File: src/rtl/sample_fifo.sv
// ---------------------------------------------------------------------------
// sample_fifo
//
// Show-ahead (first-word-fall-through) sample buffer between the ADC /
// processing path and the upsampling interpolator. The head sample is always
// visible on dout, and the interpolator pops it with a one-cycle rd_en pulse.
// When the buffer is empty, dout carries mid-scale (analog zero for
// offset-binary samples) so the interpolator never replays stale data.
//
// Parameters
//   DATA_WIDTH  sample width, unsigned offset-binary (default 14)
//   ADDR_WIDTH  log2 of the depth; depth = 1 << ADDR_WIDTH (default 32 words)
//
// Ports
//   clk         single clock for all logic
//   rst_n       asynchronous active-low reset
//   wr_en       write request, one sample per cycle
//   din         sample to write
//   rd_en       pop request from the interpolator
//   dout        head sample (show-ahead), or mid-scale while empty
//   empty       no words stored
//   full        depth words stored
//   above_half  count >= depth/2; drives the interpolator's ena input
//   count       number of words stored, 0..depth
//
// Optional build macro SAMPLE_FIFO_ERR_EN adds two sticky status outputs:
//   ovf_err     a write was dropped because the buffer was full
//   udf_err     an rd_en arrived while the buffer was empty
// Both flags are cleared only by rst_n.
// ---------------------------------------------------------------------------
module sample_fifo #(
  parameter int DATA_WIDTH = 14,
  parameter int ADDR_WIDTH = 5
) (
  input  logic                  clk,
  input  logic                  rst_n,
  input  logic                  wr_en,
  input  logic [DATA_WIDTH-1:0] din,
  input  logic                  rd_en,
  output logic [DATA_WIDTH-1:0] dout,
  output logic                  empty,
  output logic                  full,
  output logic                  above_half,
  output logic [ADDR_WIDTH:0]   count
`ifdef SAMPLE_FIFO_ERR_EN
  ,
  output logic                  ovf_err,
  output logic                  udf_err
`endif
);

  // Constants are built by concatenation so each one has exactly the width
  // of the signal it is compared against or assigned to.
  localparam logic [ADDR_WIDTH:0]   DEPTH_CNT = {1'b1, {ADDR_WIDTH{1'b0}}};
  localparam logic [ADDR_WIDTH:0]   HALF_CNT  = {2'b01, {(ADDR_WIDTH-1){1'b0}}};
  localparam logic [DATA_WIDTH-1:0] MIDSCALE  = {1'b1, {(DATA_WIDTH-1){1'b0}}};

  logic [DATA_WIDTH-1:0] mem [0:(1<<ADDR_WIDTH)-1];
  logic [ADDR_WIDTH-1:0] wr_ptr;
  logic [ADDR_WIDTH-1:0] rd_ptr;
  logic [ADDR_WIDTH:0]   count_next;
  logic                  rd_ok;
  logic                  wr_ok;

  assign empty = (count == '0);
  assign full  = (count == DEPTH_CNT);

  // A read while empty is ignored. A write while full is accepted only when
  // an accepted read in the same cycle frees a slot.
  assign rd_ok = rd_en & ~empty;
  assign wr_ok = wr_en & (~full | rd_ok);

  // Show-ahead output: the word under rd_ptr, or analog zero when nothing is
  // stored, so an underrun produces silence rather than a repeated sample.
  assign dout = empty ? MIDSCALE : mem[rd_ptr];

  // Next occupancy. A simultaneous accepted read and write cancel out.
  always_comb begin
    count_next = count;
    if (wr_ok && !rd_ok) begin
      count_next = count + 1'b1;
    end else if (rd_ok && !wr_ok) begin
      count_next = count - 1'b1;
    end
  end

  // Pointers, occupancy and the half-full flag. above_half is registered from
  // count_next, so it changes on the same edge as count, with no extra lag.
  always_ff @(posedge clk or negedge rst_n) begin
    if (!rst_n) begin
      wr_ptr     <= '0;
      rd_ptr     <= '0;
      count      <= '0;
      above_half <= 1'b0;
    end else begin
      if (wr_ok) begin
        wr_ptr <= wr_ptr + 1'b1;
      end
      if (rd_ok) begin
        rd_ptr <= rd_ptr + 1'b1;
      end
      count      <= count_next;
      above_half <= (count_next >= HALF_CNT);
    end
  end

  // Sample storage has no reset; stale contents are unreachable once count
  // is zero. The rst_n term blocks writes while reset is held.
  always_ff @(posedge clk) begin
    if (wr_ok && rst_n) begin
      mem[wr_ptr] <= din;
    end
  end

`ifdef SAMPLE_FIFO_ERR_EN
  // Sticky error flags. An rd_en while empty counts as an underflow even when
  // a write is accepted in the same cycle, because that read is still ignored.
  always_ff @(posedge clk or negedge rst_n) begin
    if (!rst_n) begin
      ovf_err <= 1'b0;
      udf_err <= 1'b0;
    end else begin
      if (wr_en && !wr_ok) begin
        ovf_err <= 1'b1;
      end
      if (rd_en && empty) begin
        udf_err <= 1'b1;
      end
    end
  end
`endif

endmodule

File: config.mk
export PLATFORM = sky130hd
export DESIGN_NAME = sample_fifo
export DESIGN_NICKNAME = d
export VERILOG_FILES = /design/src/rtl/sample_fifo.sv
export SDC_FILE = /design/constraint.sdc
export NUM_CORES = 1
export LEC_CHECK = 0
export CAP_MARGIN = 20
export CELL_PAD_IN_SITES_DETAIL_PLACEMENT = 2
export CELL_PAD_IN_SITES_GLOBAL_PLACEMENT = 2
export CORE_ASPECT_RATIO = 1.1
export CORE_MARGIN = 2
export CORE_UTILIZATION = 44
export CTS_CLUSTER_SIZE = 28
export DETAILED_ROUTE_END_ITERATION = 10
export PLACE_DENSITY_LB_ADDON = 0.1
export SLEW_MARGIN = 0
export SYNTH_ARGS = -nofsm -noshare
export SYNTH_HDL_FRONTEND = slang
export SYNTH_SLANG_ARGS = --single-unit
File: constraint.sdc
create_clock -name clk -period 2.8 [get_ports clk]
set_input_delay 0.7 -clock clk [delete_from_list [all_inputs] [get_ports clk]]
set_output_delay 0.7 -clock clk [all_outputs]
set_load 0.005 [all_outputs]
==> flow_summary.toml <==
[sta]
fin_crit_ps = 3650
slew_headroom_pct = 54.2
skew_ps = 19.5
finalSetupViolCount = 15
min_period_over_period_pct = 130
finalSetupTns_ps = -10780
rsz0062_at_grt = "yes"
hold_viol_final = 0
slew_viol_final = 0
tightestPinTransition_ps = 688
clock.fmax_mhz = 274
holdWs_ps = 378
fin_ws_ps = -851

[setup_path]
cp_slowest_cell = "dfrtp_4"
crit_path_max_fanout = 6
crit_arrival_ps = 2950
required_ps = 2100
rr_endpoint = "mem[10][4]"
crit_chain = "buf_12 -> buf_16 -> buf_6 -> mux4_2 -> a22o_4 -> a2111oi_4 -> buf_4 -> a211oi_4 -> buf_2"
crit_path_end_kind = "output port"
worstSetupPathType = "reg -> out"
ff2ff_setup_slack_ps = 200
reg2reg_depth = 10
cp_slowest_stage_delay_ps = 580
critPathLaunchType = "flop"
crit_start = "rd_ptr[0]"

[logic_synthesis]
synth_warnings = 0
synthCells = 877
synth_ff_type = "edfxtp_1"
async_flop_share_pct = 3.66
syn_area_mm2 = 0.0182
ys_ff_latch = 465
synth_cell_type_count = 54
yosysSeqAreaShare_pct = 76.2
synth_area_per_cell_um2 = 20.8
synth_edf_count = 448
syn_nets = 903

[route]
topRoutingLayerUsed = "met4"
routedWlPerCell_um = 33.1
drt-total-wl_mm = 54.8
vias_per_cell = 5.92
drc = 0
route.met2.wl_mm = 28.5
drtPass1Iterations = 5
met1_length_mm = 22.4
wl_met3_mm = 2.32
drtAntennaViolNets = 0
first_iter_violations = 771
num_vias = 9817

[grt]
overflow = 0
grt_pass1_vias = 11000
grt_pass1_wl_mm = 79.4
antenna_found_initial = 0
grtUsageTotal_pct = 26.5
grt_max_degree = 33

[layout]
syn_to_final_growth_pct = 26.9
antenna_cells = 0
final_core_util_pct = 56.4
final_cell_area_mm2 = 0.0231
fin_cells = 1657
layout_common_cells = "edfxtp_1 (448), buf_4 (108), mux4_2 (85)"
layout-drive-gt1-share_pct = 37.0
mostFrequentLayoutCell = "edfxtp_1"
nNetsFinal = 1123

[clocking]
clock-sinks = 465
cts_buffer_depth = 3
cts_hold_buf = 0
h-tree-depth = 2
clk_pin_slew_worst_paths_ps = 60
clock-root-buffer = "clkbuf_16"
cts_buffers = 49
cts_tree = "yes"
clock_latency_ps = 610

[placed_design]
io_buffers = 40
dp.cells = 1526
gp_congestion = 0.774
place_area_mm2 = 0.0205
post-dp-hpwl_mm = 32.2

[floorplan]
ios = 41
rows = 78
die_y_um = 217
initial_core_util_pct = 44.4
dieArea_mm2 = 0.0430
core_area_mm2 = 0.0410
die_w_um = 198

[run_status]
outcome = "complete, but fails checks"
violations = "setup timing"

[worst_hold_path]
hp-class = "in -> async"

[power]
p_leak_nw = 7.72
powerDensity_mw_per_mm2 = 1050
max-vdd-ir-drop_uv = 655

[run]
maxCapViolCount = 0
[how the worst max path moves through the flow]
stage	end	slack, ps
global placement	dout[10]	-850
global route	dout[8]	-890
finish	dout[8]	-850
floorplan	mem[30][0]	210
detailed placement	dout[10]	-950
CTS	dout[13]	-850
[report_power, final]
| group | switching (W) | internal, W | total [W] | leakage (nW) |
|---|---|---|---|---|
| Combinational | 0.00465 | 0.00467 | 0.00932 | 2.72 |
| Sequential | 0.000349 | 0.00797 | 0.00832 | 4.23 |
| Clock | 0.00283 | 0.00375 | 0.00658 | 0.768 |
| Total | 0.00782 | 0.0164 | 0.0242 | 7.72 |
[critical path, delay by kind of cell (launching register included)]
kind,cells,cell delay (ps)
buffers and inverters,5,770
muxes,1,470
AOI/OAI and AO/OA,3,540
DFF,1,580
[metrics by stage]
stage               power (W)  setup WS, ps
finish                 0.0242          -851
global route           0.0250          -891
CTS                    0.0240          -853
detailed placement     0.0158          -954
global placement       0.0155          -851
floorplan              0.0121           210
[state kept, by name (all words and copies together) (netlist names), named ones only]
| signal | count |
|---|---|
| mem | 448 |
| rd_ptr | 5 |
| wr_ptr | 5 |
| count | 3 |
| above_half | 1 |
[metal layers]
layer / track usage (%) / vias to the layer above
met4: 9.37 / 0
li1: - / 4120
met1: 34.9 / 5337
met2: 45.1 / 276
met3: 3.83 / 84
met5: 0 / -
[kinds of logic (layout without fill, tap and decap cells)]
family	after synthesis	count (layout)	synth area share, %
AOI/OAI and AO/OA	105	105	4.35
DFF	465	465	76.2
xor gates and xnor gates	12	12	0.577
muxes	144	144	14.0
and+or+nand+nor	84	84	2.32
buffers and inverters	59	319	2.00
adders and majority gates	8	8	0.550
[final cells by class]
type                       instances  area, µm²
clock buffer                      59       1280
clock inverter                    32        315
fill                            3379      17900
inverter                          10       37.5
multi-input combinational        353       4460
sequential                       465      13900
tap                              520        651
timing repair buffer             218       2480
[cell usage after synthesis, types with 2 or more instances]
| library cell | count | share of area, % |
|---|---|---|
| mux4_1 | 6 | 0.87 |
| buf_2 | 6 | 0.16 |
| a22oi_1 | 12 | 0.49 |
| buf_4 | 8 | 0.33 |
| or3b_2 | 2 | 0.096 |
| o22ai_1 | 15 | 0.52 |
| nand2_1 | 9 | 0.19 |
| nor3_1 | 3 | 0.082 |
| nand3b_1 | 5 | 0.21 |
| o21ai_0 | 4 | 0.11 |
| xnor2_1 | 10 | 0.48 |
| buf_6 | 11 | 0.68 |
| nor2_1 | 37 | 0.76 |
| a2111oi_0 | 12 | 0.58 |
| buf_1 | 3 | 0.062 |
| nor2b_1 | 3 | 0.10 |
| a211oi_1 | 15 | 0.62 |
| clkbuf_1 | 18 | 0.37 |
| mux4_2 | 80 | 9.9 |
| o221ai_1 | 12 | 0.58 |
| nand4_1 | 4 | 0.14 |
| inv_1 | 10 | 0.21 |
| xor2_1 | 2 | 0.096 |
| ha_1 | 8 | 0.55 |
| a31oi_1 | 2 | 0.069 |
| a22o_1 | 12 | 0.58 |
| mux2i_1 | 57 | 3.1 |
| a21oi_1 | 13 | 0.36 |
| nand4b_1 | 2 | 0.096 |
| edfxtp_1 | 448 | 74 |
| nand3_1 | 9 | 0.25 |
| dfrtp_1 | 17 | 2.3 |
[what timing repair did]
action | CTS | global route
setup endpoints to repair | 16 | 15
cloned | 5 | 0
setup buffers | 27 | 12
resized for setup | 167 | 17
pin swaps | 33 | 15
(Power assumes the default switching activity.)
